<file path="config.mk">
export PLATFORM = sky130hd
export DESIGN_NAME = fifo_uart_tx
export DESIGN_NICKNAME = d
export VERILOG_FILES = /design/src/rtl/fifo_uart_tx_pkg.sv /design/src/rtl/fifo_uart_tx_bit_timer.sv /design/src/rtl/fifo_uart_tx.sv
export SDC_FILE = /design/constraint.sdc
export NUM_CORES = 1
export LEC_CHECK = 0
export ABC_AREA = 1
export CORE_MARGIN = 10
export CORE_UTILIZATION = 40
export CTS_BUF_LIST = sky130_fd_sc_hd__clkbuf_4
export DETAILED_ROUTE_END_ITERATION = 7
export HOLD_SLACK_MARGIN = 0.06
export PLACE_DENSITY = 0.7
export REMOVE_ABC_BUFFERS = 1
export SYNTH_ARGS = -nofsm -noshare
export SYNTH_HDL_FRONTEND = slang
export SYNTH_SLANG_ARGS = --single-unit
</file>
<file path="constraint.sdc">
create_clock -name clk -period 1.7 [get_ports clk]
set_input_delay 0.255 -clock clk [delete_from_list [all_inputs] [get_ports clk]]
set_output_delay 0.255 -clock clk [all_outputs]
set_load 0.005 [all_outputs]
</file>
<file path="src/rtl/fifo_uart_tx_pkg.sv">
`default_nettype none
// ============================================================================
// Module      : fifo_uart_tx_pkg
// Description : Shared definitions for the FIFO-fed UART transmitter: state
//               encoding and default timing/width parameters. Kept separate
//               so a matching receiver can reuse the same encodings.
// Contents    : tx_state_e          - transmitter state encoding (3 bits)
//               DEFAULT_CLKS_PER_BIT - 100 MHz / 115200 baud
//               DEFAULT_WIDTH        - default FIFO word width
//               BITS_PER_BYTE        - data bits per UART frame
// Revision    : 1.0 - initial release
// ============================================================================
package fifo_uart_tx_pkg;

  localparam int DEFAULT_CLKS_PER_BIT = 868;
  localparam int DEFAULT_WIDTH        = 24;
  localparam int BITS_PER_BYTE        = 8;

  typedef enum logic [2:0] {
    ST_IDLE  = 3'd0,
    ST_FETCH = 3'd1,
    ST_LOAD  = 3'd2,
    ST_START = 3'd3,
    ST_DATA  = 3'd4,
    ST_STOP  = 3'd5
  } tx_state_e;

endpackage
`default_nettype wire

</file>
<file path="src/rtl/fifo_uart_tx_bit_timer.sv">
`default_nettype none
// ============================================================================
// Module      : uart_bit_timer
// Description : Baud-rate divider. Counts CLKS_PER_BIT cycles and pulses
//               bit_done on the last cycle of every bit period. Holding
//               restart high parks the count at zero so the first bit after
//               restart is a full period long.
// Ports       : clk      in  system clock
//               rst      in  asynchronous active-low reset
//               restart  in  hold count at zero (no bit_done while high)
//               bit_done out one-cycle pulse ending each bit period
// Revision    : 1.0 - initial release
// ============================================================================
module uart_bit_timer
  import fifo_uart_tx_pkg::*;
#(
  parameter int CLKS_PER_BIT = DEFAULT_CLKS_PER_BIT
) (
  input  logic clk,
  input  logic rst,
  input  logic restart,
  output logic bit_done
);

  localparam int              CNT_W    = (CLKS_PER_BIT > 1) ? $clog2(CLKS_PER_BIT) : 1;
  localparam logic [CNT_W-1:0] CNT_LAST = CNT_W'(CLKS_PER_BIT - 1);

  logic [CNT_W-1:0] cnt_q;
  logic [CNT_W-1:0] cnt_d;

  // Wraps at every bit boundary, so there is no accumulated drift from one
  // bit (or byte) to the next.
  always_comb begin
    cnt_d = cnt_q + 1'b1;
    if (restart || (cnt_q == CNT_LAST)) begin
      cnt_d = '0;
    end
  end

  always_ff @(posedge clk or negedge rst) begin
    if (!rst) begin
      cnt_q <= '0;
    end else begin
      cnt_q <= cnt_d;
    end
  end

  assign bit_done = !restart && (cnt_q == CNT_LAST);

endmodule
`default_nettype wire

</file>
<file path="src/rtl/fifo_uart_tx.sv">
`default_nettype none
// ============================================================================
// Module      : fifo_uart_tx
// Description : Pulls one word at a time from an upstream synchronous FIFO
//               and transmits it as WIDTH/8 bytes of 8N1 UART, least
//               significant byte and bit first.
// Ports       : clk   in  system clock (rising edge)
//               rst   in  asynchronous active-low reset
//               empty in  FIFO empty flag (sampled only while idle)
//               din   in  FIFO read data, valid the cycle after rd
//               rd    out FIFO read strobe, single-cycle registered pulse
//               txd   out UART line, idles high
//               busy  out high from the rd pulse to the end of the last stop
// Revision    : 1.0 - initial release
// ============================================================================
module fifo_uart_tx
  import fifo_uart_tx_pkg::*;
#(
  parameter int WIDTH        = DEFAULT_WIDTH,
  parameter int CLKS_PER_BIT = DEFAULT_CLKS_PER_BIT
) (
  input  logic             clk,
  input  logic             rst,
  input  logic             empty,
  input  logic [WIDTH-1:0] din,
  output logic             rd,
  output logic             txd,
  output logic             busy
);

  localparam int               BYTES     = WIDTH / BITS_PER_BYTE;
  localparam int               BCNT_W    = $clog2(BYTES + 1);
  localparam logic [BCNT_W-1:0] LAST_BYTE = BCNT_W'(BYTES - 1);

  tx_state_e         state_q,    state_d;
  logic [WIDTH-1:0]  shreg_q,    shreg_d;
  logic [BCNT_W-1:0] byte_cnt_q, byte_cnt_d;
  logic [2:0]        bit_cnt_q,  bit_cnt_d;
  logic              rd_q,       rd_d;
  logic              txd_q,      txd_d;
  logic              busy_q,     busy_d;

  logic [7:0] cur_byte;
  logic [2:0] next_bit;
  logic       restart;
  logic       bit_done;

  // The timer is held at zero until the first start bit, so START always
  // begins on a fresh bit period.
  assign restart  = (state_q == ST_IDLE) || (state_q == ST_FETCH) || (state_q == ST_LOAD);
  assign cur_byte = shreg_q[7:0];
  assign next_bit = bit_cnt_q + 3'd1;

  uart_bit_timer #(
    .CLKS_PER_BIT (CLKS_PER_BIT)
  ) u_bit_timer (
    .clk      (clk),
    .rst      (rst),
    .restart  (restart),
    .bit_done (bit_done)
  );

  // All outputs are computed for the next state, so rd/txd/busy come
  // straight from flops and change only on clock edges (or reset).
  always_comb begin
    state_d    = state_q;
    shreg_d    = shreg_q;
    byte_cnt_d = byte_cnt_q;
    bit_cnt_d  = bit_cnt_q;
    rd_d       = 1'b0;
    txd_d      = txd_q;
    busy_d     = busy_q;

    unique case (state_q)
      ST_IDLE: begin
        txd_d  = 1'b1;
        busy_d = 1'b0;
        if (!empty) begin
          state_d = ST_FETCH;
          rd_d    = 1'b1;
          busy_d  = 1'b1;
        end
      end

      // rd is high during this state; FIFO data appears on din next cycle.
      ST_FETCH: begin
        state_d = ST_LOAD;
      end

      ST_LOAD: begin
        shreg_d    = din;
        byte_cnt_d = '0;
        bit_cnt_d  = '0;
        txd_d      = 1'b0;
        state_d    = ST_START;
      end

      ST_START: begin
        if (bit_done) begin
          state_d   = ST_DATA;
          bit_cnt_d = '0;
          txd_d     = cur_byte[0];
        end
      end

      ST_DATA: begin
        if (bit_done) begin
          if (bit_cnt_q == 3'd7) begin
            state_d = ST_STOP;
            txd_d   = 1'b1;
          end else begin
            bit_cnt_d = next_bit;
            txd_d     = cur_byte[next_bit];
          end
        end
      end

      ST_STOP: begin
        if (bit_done) begin
          shreg_d    = shreg_q >> BITS_PER_BYTE;
          byte_cnt_d = byte_cnt_q + 1'b1;
          if (byte_cnt_q == LAST_BYTE) begin
            state_d = ST_IDLE;
            busy_d  = 1'b0;
            txd_d   = 1'b1;
          end else begin
            // Next start bit follows the stop bit with no idle gap.
            state_d = ST_START;
            txd_d   = 1'b0;
          end
        end
      end

      default: begin
        state_d = ST_IDLE;
        txd_d   = 1'b1;
        busy_d  = 1'b0;
      end
    endcase
  end

  always_ff @(posedge clk or negedge rst) begin
    if (!rst) begin
      state_q    <= ST_IDLE;
      shreg_q    <= '0;
      byte_cnt_q <= '0;
      bit_cnt_q  <= '0;
      rd_q       <= 1'b0;
      txd_q      <= 1'b1;
      busy_q     <= 1'b0;
    end else begin
      state_q    <= state_d;
      shreg_q    <= shreg_d;
      byte_cnt_q <= byte_cnt_d;
      bit_cnt_q  <= bit_cnt_d;
      rd_q       <= rd_d;
      txd_q      <= txd_d;
      busy_q     <= busy_d;
    end
  end

  assign rd   = rd_q;
  assign txd  = txd_q;
  assign busy = busy_q;

endmodule
`default_nettype wire
</file>
==> results of run 1 <==
## worst max-delay path, cell delays in order, from the launching register on
cell and delay, ps:
sky130_fd_sc_hd__dfrtp_1 420, sky130_fd_sc_hd__ha_4 180, sky130_fd_sc_hd__nand3_4 80, sky130_fd_sc_hd__nor2_4 140, sky130_fd_sc_hd__nand2_2 100, sky130_fd_sc_hd__nor2_4 100
sky130_fd_sc_hd__nand2_2 80, sky130_fd_sc_hd__nand2_4 150, sky130_fd_sc_hd__clkbuf_16 200, sky130_fd_sc_hd__o21ai_0 70
## kinds of logic (layout without fill, tap and decap cells)
group                      after synthesis  after routing  synth area share, %
AOI/OAI and AO/OA                       63             63                 16.5
xor gates and xnor gates                 1              1                0.373
adders and majority gates                4              4                 2.13
buffers and inverters                   54             98                 10.0
DFF                                     45             45                 48.1
and+or+nand+nor                        132            132                 22.9
## through the flow
step                area, sq um  setup WS, ps  hold slack (ps)
floorplan                  2290         -19.1            -40.6
global placement           2750          83.0              224
detailed placement         2750         -31.9              228
CTS                        2850          18.6              333
global route               2950         -10.0              362
finish                     2950          81.5              324
## final cells by class
class	count	area (sq um)
clock inverters	3	47.5
clock buffers	5	37.5
fillers	558	2660
flip-flops and latches	45	1130
inverters	47	176
multi-input cells	200	1020
repair buffers	43	442
well taps	72	90.1
## cells in the final DEF (no fill, tap or decap), types with 3 or more instances in the layout
cell type	n
sky130_fd_sc_hd__o21ai_2	17
sky130_fd_sc_hd__nand2_1	87
sky130_fd_sc_hd__nor2_1	19
sky130_fd_sc_hd__dfrtp_1	43
sky130_fd_sc_hd__o21ai_1	6
sky130_fd_sc_hd__a21oi_1	7
sky130_fd_sc_hd__ha_1	3
sky130_fd_sc_hd__buf_4	8
sky130_fd_sc_hd__clkbuf_4	5
sky130_fd_sc_hd__inv_2	4
sky130_fd_sc_hd__clkdlybuf4s50_1	27
sky130_fd_sc_hd__nand3_1	16
sky130_fd_sc_hd__nand2_2	3
sky130_fd_sc_hd__inv_1	43
sky130_fd_sc_hd__o21ai_0	29
## repair_timing
| item | in CTS | in global routing |
|---|---|---|
| setup buffers | 1 | 3 |
| pin swaps | 1 | 5 |
| endpoints found under the hold margin | 16 | 0 |
| hold buffers | 1 | 0 |
| gates cloned | 0 | 1 |
| resized for setup | 2 | 12 |
| setup endpoints to repair | 23 | 30 |
## registers in the layout, summed over array words and instances (netlist names)
register,count
busy,1
rd,1
shreg_q,24
txd,1
byte_cnt_q,2
state_q,3
u_bit_timer.cnt_q,10
bit_cnt_q,3
## layer usage
metal,vias to the layer above,share of wire (%),GRT usage (%),wire length [um]
li1,1021,-,-,-
met2,28,47,17.8,2220
met3,9,4.7,3.62,221
met4,0,1.6,3.75,74
met5,-,0,0,0
met1,897,47,12.9,2230
## worst max-delay path by stage
stage / start / to / slack [ps] / depth (start not counted)
floorplan: u_bit_timer.cnt_q[0] / byte_cnt_q[0] / -20 / 10
global placement: u_bit_timer.cnt_q[0] / shreg_q[16] / 80 / 9
detailed placement: u_bit_timer.cnt_q[0] / shreg_q[22] / -30 / 9
CTS: u_bit_timer.cnt_q[0] / shreg_q[8] / 20 / 10
global route: u_bit_timer.cnt_q[1] / shreg_q[20] / -10 / 9
finish: u_bit_timer.cnt_q[1] / shreg_q[17] / 80 / 9
## power by group
| part | switching [uW] | internal [uW] | leakage (uW) | total (uW) |
|---|---|---|---|---|
| Clock | 380 | 320 | 0.0000462 | 700 |
| Combinational | 66.2 | 87.4 | 0.000826 | 154 |
| Sequential | 7.15 | 1100 | 0.000542 | 1110 |
==> results list, run 1 <==
* Worst reg2reg path depth: 9
* Final core utilization: a little over half
- Clock net sink count: 45
- Non-Filler Instances: ~420
- Final worst path period share: 95.2%
- Detailed-route wire length: between 4 and 5 mm
* Overall fraction of global-route tracks in use: ~11%
- Total CTS buffers: 5
- The clock arrives with roughly 23 ps of skew.
- The routed design could run at a clock period as short as around 1600 ps.
- Final estimated routing congestion in global placement: 0.884
- In this run the clock root is driven by a sky130_fd_sc_hd__clkbuf_4.
* Synth top cells by count: sky130_fd_sc_hd__nand2_1, sky130_fd_sc_hd__dfrtp_1, sky130_fd_sc_hd__inv_1, sky130_fd_sc_hd__o21ai_0, sky130_fd_sc_hd__nor2_1
- Data arrives at the worst endpoint at around 1900 ps.
* Flop2flop setup slack: about 82 ps
* Capture point of the worst reg-to-reg path: shreg_q[17]
- Total count of max-transition violations in the final report: 0
- Most common cell in the netlist: sky130_fd_sc_hd__nand2_1
* Share of synthesized area occupied by flip-flops and latches: about 48%
* Pin count of the biggest net entering global routing: 29
- At the pin with the least slew margin, the transition time is 427 ps.
- Timing would allow up to ~600 MHz.
- Kind of critical path: reg2reg
- Of all cell types, the one taking the most synthesized area is sky130_fd_sc_hd__dfrtp_1.
- Largest fanout on the critical path: 12
- Power comes to approximately 2000 uW.
* Peak supply drop: about 0.4 mV
* Distinct cell type count of the synthesized netlist: 24
- Final number of hold-violating endpoints: 0
- From left edge to right edge, the die measures between 90 and 100 um.
- TritonCTS built the clock tree.
* FF-to-FF Start: u_bit_timer.cnt_q[1]
* Clock transition time at the flip-flop clock pins of the worst setup and hold paths: approximately 150 ps
- Lkg Pwr: around 0.0014 uW
- After detailed routing, the number of vias per cell comes to approximately 4.7.
* Overflow left after global routing: 0
* Critical path data required time: about 2000 ps
- The detail route stage leaves a number of antenna-violating nets equal to 0.
- In the final layout, the share of cells above drive strength 1 is between 10% and 20%.
* Critical path capture point type: register
- In the synthesized netlist, the number of instances is roughly 300.
- Number of cells in the design after placement: around 400
- The run finished with clean final reports.
- Final net count: between 300 and 400
* Summed negative setup slack over all endpoints: 0 ps
- After detailed routing, the average wire length per cell comes to 11.4 um.
- Initial Util: 41.8%
- Summed over its instances, the top area cell type makes up 46.9% of the synthesized netlist area.
- 30 I/O pins were placed.
- Post-Synthesis Cell Area: about 2300 sq um
- The later pin in the worst-skew pair is clocked with a latency of around 380 ps.
- Vias in the first global route: between 1500 and 2000
- Setup violations remaining at the end of the flow were counted as 0.
- Buffers placed on the I/O ports in this run total 29.
- Max-slew headroom at the worst pin: between 70% and 80%
- Most area-consuming cells after synthesis: sky130_fd_sc_hd__dfrtp_1, sky130_fd_sc_hd__nand2_1, sky130_fd_sc_hd__inv_1
- Die Outline Area: between 9000 and 10000 sq um
- Detailed-route via count: just under 2000
- Antenna violations before repair: 0
- CTS H-tree depth: 2
* DP HPWL: between 3 and 4 mm
- Synthesized area divided by synthesized cell count: just under 8 sq um
- Measured along the y axis, the die boundary spans just under 100 um.
* Antenna Diode Count: 0
- DR pass1 iterations: 4
* Top_reg_cell synth: sky130_fd_sc_hd__dfrtp_1
* Setup repair after global routing missed its margin: yes
- The region available for standard cell placement spans 5610 sq um.
- The first global-routing pass estimated 8.17 mm of wire.
- Post-synthesis to final-layout area growth: 25.5%
- Share of flip-flops with an asynchronous set or reset: 100%
- In this run the power density over the cells is approximately 670 nW/um^2.
- The floorplan has 27 rows.
- The Yosys step of the flow raised 0 warnings.
- Counting flops and latches in the post-synthesis netlist gives 45.
* EDFF count, synth: 0
- The tool flagged a number of max-cap violations equal to 0.
- Worst setup SP type: register
- Clock buffer depth: 2
- Path type of the worst min-delay path: in2async
- Number of design rule violations left after detail routing: 0
- Number of DRC markers after the initial detailed-route iteration: 86
Note: power is estimated with default switching activity, not from simulation.
==> run 2, diff against run 1 <==
--- a/config.mk
+++ b/config.mk
@@ -6,12 +6,13 @@
 export NUM_CORES = 1
 export LEC_CHECK = 0
 export ABC_AREA = 1
+export ABC_CLOCK_PERIOD_IN_PS = 1700
 export CORE_MARGIN = 10
 export CORE_UTILIZATION = 40
 export CTS_BUF_LIST = sky130_fd_sc_hd__clkbuf_4
 export DETAILED_ROUTE_END_ITERATION = 7
 export HOLD_SLACK_MARGIN = 0.06
-export PLACE_DENSITY = 0.7
+export PLACE_DENSITY_LB_ADDON = 0.08
 export REMOVE_ABC_BUFFERS = 1
 export SYNTH_ARGS = -nofsm -noshare
 export SYNTH_HDL_FRONTEND = slang
==> run 2 against run 1 <==
  * Global-route usage up 0.17 points
  * Die area did not move
  * Worst setup slack improved by 33 ps
  * Largest power group unchanged
  * Critical path depth unchanged
  * Clock skew fell by 11 ps
  * Clock power fell by 31%
==> results list, run 2 (synthesized netlist as in run 1, its figures left out) <==
* Clock tree from TritonCTS: yes
* Cell with the largest stage delay on the worst path: sky130_fd_sc_hd__dfrtp_1
* Die Outline Area: 9330 sq um (unchanged)
- Total count of max-transition violations in the final report: 0 (unchanged)
- Fmax: 631 MHz (+2.1%)
* Kind of critical path: reg2reg
- Post-synthesis to final-layout area growth: 23.9%
* Registers with the most flip-flops: shreg_q: 24 flops, u_bit_timer.cnt_q: 10 flops
- Total CTS buffers: 5 (unchanged)
- Clock group share of total power: 27.7% (-8.0 points)
- Worst-case setup margin in the final layout: 114 ps (+32.9 ps)
* Worst setup SP type: register
* Post-detailed-route wirelength per cell: 11.5 um (+0.79%)
- The worst-path maximum fanout is 7 (-5).
- Clock latency at the later pin of the worst-skew pair: 350 ps (-30 ps)
* FF-to-FF Start: u_bit_timer.cnt_q[2]
* Commonest non-fill, non-tap cell in the layout: sky130_fd_sc_hd__nand2_1
- Data arrival time at the worst-slack endpoint: 1840 ps (-60 ps)
- The number of remaining DRC errors is 0 (unchanged).
* Clock net sink count: 45 (unchanged)
- The top-level port count is 30 (unchanged).
* Most frequent CP cell: sky130_fd_sc_hd__nand2_4
- Power per unit of standard cell area: 599 nW/um^2 (-9.9%)
- The total internal power is 1340 uW (-11%).
- Critical path capture point type: register
* Max-slew headroom at the worst pin: 80.8% (+9.3 points)
* Clock period minus final worst setup slack: 1590 ps (-32.9 ps)
* Core Footprint: 5610 sq um (unchanged)
- Power share of the sequential group: 63.5% (+7.1 points)
* DR pass1 iterations: 4 (unchanged)
- The number of flip-flops in the largest register is 24 (unchanged).
- Die Ht: 96.6 um (unchanged)
- Flop2flop setup slack: 110 ps (+30 ps)
- The pin count of the biggest net entering global routing is 46 (+59%).
- The switching part of the total power came to 23.3% (+0.13 points).
* Number of DRC markers after the initial detailed-route iteration: 44 (-49%)
* Critical path data required time: 1950 ps (-40 ps)
- Horizontal extent of the die: 96.6 um (unchanged)
- The via count of the first global-routing pass was 1918 (+1.9%).
- The final number of setup-violating endpoints was 0 (unchanged).
- The via density per instance is 4.61 (-2.2%).
- Global-route wire length before repair: 8.22 mm (+0.67%)
- Final estimated routing congestion in global placement: 0.827 (-6.4%)
- Path type of the worst min-delay path: in2async
- Kind of cell adding the most delay to the critical path: simple AND/OR/NAND/NOR gates
- Share of final-layout standard cells stronger than drive strength 1: 15.3% (-0.72 points)
- The endpoint identified for the worst register-to-register timing path is shreg_q[17].
- The combinational power share is 8.8% (+1.0 points).
* Overall fraction of global-route tracks in use: 11.0% (+0.17 points)
- The buffer and inverter count on the worst path is 1 (unchanged).
- Reported net switching power: 405 uW (-11%)
* CTS H-tree depth: 2 (unchanged)
* # port buffers: 29 (unchanged)
* Worst reg2reg path depth: 9 (unchanged)
* DP HPWL: 3.54 mm (-1.0%)
* Clock tree root driver cell: sky130_fd_sc_hd__clkbuf_4
- Initial Util: 41.8% (unchanged)
- The number of violations of the max-capacitance limit came to 0 (unchanged).
- The site row count is 27 (unchanged).
- Antenna violations before repair: 0 (unchanged)
- The count of final hold-check violations came to 0 (unchanged).
- Final worst path period share: 93.3% (-1.9 points)
* Register with the highest flop count: shreg_q
* Final ANT Viol Nets: 0 (unchanged)
- The run finished with clean final reports.
- Setup repair after global routing left no endpoint under its margin.
- The total number of vias came to 1925 (-1.5%).
- The utilization after layout is 51.8% (-0.69 points).
- The antenna cell count was 0 (unchanged).
- Clock transition time at the flip-flop clock pins of the worst setup and hold paths: 130 ps (-20 ps)
- Worst-Margin Slew: 286 ps (-141 ps)
* Worst setup slack before clock tree synthesis: 61.8 ps (+93.7 ps)
* Final net count: 376 (+0.80%)
- Final setup skew: 12.1 ps (-10.6 ps)
* Detailed-route wire length: 4.82 mm (+1.5%)
- Worst stage delay on the critical path: 450 ps (+30 ps)
* Peak supply drop: 0.448 mV (+13%)
* Lkg Pwr: 0.00144 uW (+2.1%)
* Cell-by-cell listing of the critical path: nor2_1, nand2_1, nor2_2, nand2_2, nor2_4, nand2_4, nand2_4, buf_4, o21ai_0
- Overflow left after global routing: 0 (unchanged)
- Most used cells in the layout excluding fill and tap cells: sky130_fd_sc_hd__nand2_1, sky130_fd_sc_hd__dfrtp_1, sky130_fd_sc_hd__inv_1
* Clock buffer depth: 2 (unchanged)
[run 2: timing repair]
action	CTS	global route
buffers inserted	0	3
endpoints found under the setup margin	0	26
hold endpoints to repair	44	0
hold buffers	1	0
resized for setup	0	6
[run 2: per-layer routing]
metal  global-route usage (%)  part of all wire [%]
met5                        0                     0
met2                     19.0                    48
met1                     12.7                    47
met4                     4.12                   1.4
met3                     2.78                   3.3
[run 2: metrics by stage]
step	std cells	hold WS (ps)	area, sq um	total power [uW]	setup TNS, ps
after floorplan	292	-40.6	2290	1180	-22.8
final	418	402	2910	1740	0
after CTS	413	394	2830	1780	0
after global routing	418	398	2910	1840	0
after detailed placement	404	257	2770	1280	0
after global placement	404	258	2770	1280	0
[run 2: worst register-to-register path: stages, from the launching register on]
cell                      delay, ps
sky130_fd_sc_hd__dfrtp_1        450
sky130_fd_sc_hd__nor2_1         120
sky130_fd_sc_hd__nand2_1         80
sky130_fd_sc_hd__nor2_2         170
sky130_fd_sc_hd__nand2_2        110
sky130_fd_sc_hd__nor2_4         140
sky130_fd_sc_hd__nand2_4         80
sky130_fd_sc_hd__nand2_4        110
sky130_fd_sc_hd__buf_4          150
sky130_fd_sc_hd__o21ai_0         80
[run 2: cell type report]
type,count,area (sq um)
Clock inverter,3,12.5
Sequential cell,45,1130
Tap cell,72,90.1
Fill cell,574,2700
Multi-Input combinational cell,201,1010
Inverter,47,176
Timing Repair Buffer,45,453
Clock buffer,5,37.5
[run 2: power groups by stage]
stage	Clock [uW]	Sequential [uW]	Combinational (uW)
final	482	1110	153
after floorplan	0	1120	58.9
after CTS	515	1110	158
after detailed placement	0	1130	156
after global placement	0	1130	155
after global routing	557	1110	174
[run 2: how the worst max path moves through the flow]
stage / startpoint / endpoint / slack [ps] / cells past startpoint
5_1_grt: u_bit_timer.cnt_q[3] / shreg_q[17] / 10 / 9
2_1_floorplan: u_bit_timer.cnt_q[0] / byte_cnt_q[0] / -20 / 10
6_report: u_bit_timer.cnt_q[2] / shreg_q[17] / 110 / 9
3_3_place_gp: u_bit_timer.cnt_q[0] / shreg_q[22] / 120 / 9
3_5_place_dp: u_bit_timer.cnt_q[0] / shreg_q[17] / 60 / 9
4_1_cts: txd / txd / 6 / 1
==> run 3, diff against run 2 <==
--- a/config.mk
+++ b/config.mk
@@ -12,8 +12,10 @@
 export CTS_BUF_LIST = sky130_fd_sc_hd__clkbuf_4
 export DETAILED_ROUTE_END_ITERATION = 7
 export HOLD_SLACK_MARGIN = 0.06
+export MAX_ROUTING_LAYER = met4
 export PLACE_DENSITY_LB_ADDON = 0.08
 export REMOVE_ABC_BUFFERS = 1
+export SLEW_MARGIN = 20
 export SYNTH_ARGS = -nofsm -noshare
 export SYNTH_HDL_FRONTEND = slang
 export SYNTH_SLANG_ARGS = --single-unit
==> run 3 against run 2 <==
  * Total power about the same
  * First-iteration DRC count is 9.1% higher
  * Clock skew decreased by 1.6 ps
  * Die area unchanged
  * Wire length shrank 0.19%
  * Worst setup slack lost 3.2 ps
  * Cell count did not move
  * Non-clock buffer count unchanged
  * Sequential cell count unchanged
  * Global-route usage up 0.32 points
  * Largest cell class unchanged
  * Register-to-register slack about the same
==> results list, run 3 (synthesized netlist as in run 1, its figures left out) <==
- The final number of setup-violating endpoints was 0 (unchanged).
- Cell with the largest stage delay on the worst path: sky130_fd_sc_hd__dfrtp_1
- The final cell count without fillers was 418 (unchanged).
* Worst stage delay on the critical path: 450 ps (about the same)
- The TritonCTS sink count is 45 (unchanged).
- Worst setup SP type: register
* Total count of max-transition violations in the final report: 0 (unchanged)
- Worst-Margin Slew: 286 ps (unchanged)
- The number of flip-flops in the largest register is 24 (unchanged).
- The antenna violation net count after detailed routing came to 0 (unchanged).
- Kind of critical path: reg2reg
- Clock transition time at the flip-flop clock pins of the worst setup and hold paths: 130 ps (about the same)
- Lkg Pwr: 0.00144 uW (unchanged)
* FP Rows: 27 (unchanged)
- The via count of the first global-routing pass was 1918 (unchanged).
* Die Outline Area: 9330 sq um (unchanged)
- Power per unit of standard cell area: 600 nW/um^2 (about the same)
- Number of vias per cell: 4.61 (+0.10%)
- The worst-path maximum fanout came to 7 (unchanged).
- Clock tree root driver cell: sky130_fd_sc_hd__clkbuf_4
- The count of final hold-check violations is 0 (unchanged).
* Antenna Diode Count: 0 (unchanged)
- Number of DRC markers after the initial detailed-route iteration: 48 (+9.1%)
- The total number of H-tree levels came to 2 (unchanged).
- The clock period minus final worst setup slack was 1590 ps (+3.21 ps).
- Number of design rule violations left after detail routing: 0 (unchanged)
* Total power after layout: 1740 uW (about the same)
* DR pass1 iterations: 4 (unchanged)
* Max Cap Viol: 0 (unchanged)
- Number of cells in the design after placement: 404 (unchanged)
- Final net count: 376 (unchanged)
- The die extent in y is 96.6 um (unchanged).
- DP HPWL: 3.54 mm (unchanged)
* Bufs and invs on worst path: 1 (unchanged)
- Grouping stages by cell kind, the critical path spends the most delay in simple AND/OR/NAND/NOR gates.
* Total CTS buffers: 5 (unchanged)
- The maximum root-to-sink buffer count is 2 (unchanged).
- The placeable core area was 5610 sq um (unchanged).
- Clock tree from TritonCTS: yes
- Registers with the most flip-flops: shreg_q: 24 flops, u_bit_timer.cnt_q: 10 flops
* Placed cell area: 2770 sq um (unchanged)
- The post-route clock period utilization came to 93.5% (+0.19 points).
- Setup repair after global routing left no endpoint under its margin.
- The library cells used most frequently in the layout, excluding fill and tap cells, are sky130_fd_sc_hd__nand2_1, sky130_fd_sc_hd__dfrtp_1, sky130_fd_sc_hd__inv_1.
- Share of final-layout standard cells stronger than drive strength 1: 15.3% (unchanged)
- Fmax: 629 MHz (-0.20%)
- The weighted congestion at the end of routability-driven global placement is 0.839 (+1.5%).
- The first-pass GRT wire length is 8.22 mm (unchanged).
- The final routed wire length divided by cell count came to 11.5 um (-0.19%).
- Critical path data required time: 1950 ps (about the same)
* Overall fraction of global-route tracks in use: 11.3% (+0.32 points)
- Most frequent CP cell: sky130_fd_sc_hd__nand2_4
- The post-detailed-routing wire length was 4.81 mm (-0.19%).
- Commonest non-fill, non-tap cell in the layout: sky130_fd_sc_hd__nand2_1
- Horizontal extent of the die: 96.6 um (unchanged)
- Fillers: 574 (unchanged)
- Outcome: finished clean
- In this run the worst hold path is classified as in2async.
- The final non-filler cell area is 2910 sq um (unchanged).
- Data arrival time at the worst-slack endpoint: 1840 ps (about the same)
* Post-synthesis to final-layout area growth: 23.9% (unchanged)
- The number of antenna violations at the first check in global routing is 0 (unchanged).
- Clock latency at the later pin of the worst-skew pair: 350 ps (about the same)
* # port buffers: 29 (unchanged)
* Overflow left after global routing: 0 (unchanged)
- I/O pin count: 30 (unchanged)
* Peak supply drop: 0.448 mV (about the same)
- Register with the highest flop count: shreg_q
- The pin count of the biggest net entering global routing is 46 (unchanged).
- The worst setup path is captured at a register.
- The initial core utilization was 41.8% (unchanged).
- The worst setup skew after layout is 10.5 ps (-1.57 ps).
- Detailed-route via count: 1927 (+0.10%)
* Cell-by-cell listing of the critical path: nor2_1, nand2_1, nor2_2, nand2_2, nor2_4, nand2_4, nand2_4, buf_4, o21ai_0
- The worst max-slew margin expressed relative to the limit is 80.8% (unchanged).
[run 3: cell counts in the layout (fill, tap and decap cells not counted)]
No cell type changed its count.
[run 3: path summary, 6_finish.rpt]
kind                       slack [ps]            startpoint                   end  depth (start not counted)
max in group asynchronous        1020                   rst                   txd                          3
min reg2reg                       510                  busy                  busy                          2
max                               110  u_bit_timer.cnt_q[2]           shreg_q[17]                          9
max reg2reg                       110  u_bit_timer.cnt_q[2]           shreg_q[17]                          9
min in group clk                  430               din[20]           shreg_q[20]                          3
min                               400                   rst  u_bit_timer.cnt_q[5]                          3
[run 3: worst min-delay path, delay by kind of cell]
kind     cells  cell delay [ps]
buf+inv      3              890
[run 3: layer usage]
| layer | global-route usage [%] | up-vias | share of wire (%) |
|---|---|---|---|
| met5 | - | - | 0 |
| met4 | 4.12 | 0 | 1.4 |
| met3 | 2.54 | 8 | 2.7 |
| met2 | 19.0 | 32 | 48 |
| met1 | 12.8 | 853 | 47 |
| li1 | - | 1034 | - |
[run 3: cell type report]
class / instances / area [sq um] / area share [%]
Multi-Input combinational cell: 201 / 1010 / 34.7
Tap cell: 72 / 90.1 / 3.10
Clock inverter: 3 / 12.5 / 0.430
Timing Repair Buffer: 45 / 453 / 15.6
Inverter: 47 / 176 / 6.07
Sequential cell: 45 / 1130 / 38.8
Clock buffer: 5 / 37.5 / 1.29
[run 3: report_power, final]
group / internal (uW) / switching (uW)
Combinational: 87.7 / 65.7
Sequential: 1100 / 7.49
Clock: 150 / 333
[run 3: timing repair]
item,in CTS,in global routing
setup endpoints to repair,0,26
hold buffers,1,0
gates resized for setup,0,6
endpoints found under the hold margin,44,0
buffers inserted,0,3
[run 3: through the flow]
| step | TNS, ps | hold WS (ps) | setup WS (ps) | util (%) |
|---|---|---|---|---|
| finish | 0 | 402 | 111 | 51.8 |
| global route | 0 | 398 | 14.1 | 51.8 |
| CTS | 0 | 394 | 5.60 | 50.5 |
| detailed placement | 0 | 257 | 61.8 | 49.4 |
| global placement | 0 | 258 | 118 | 49.4 |
| floorplan | -22.8 | -40.6 | -19.1 | - |
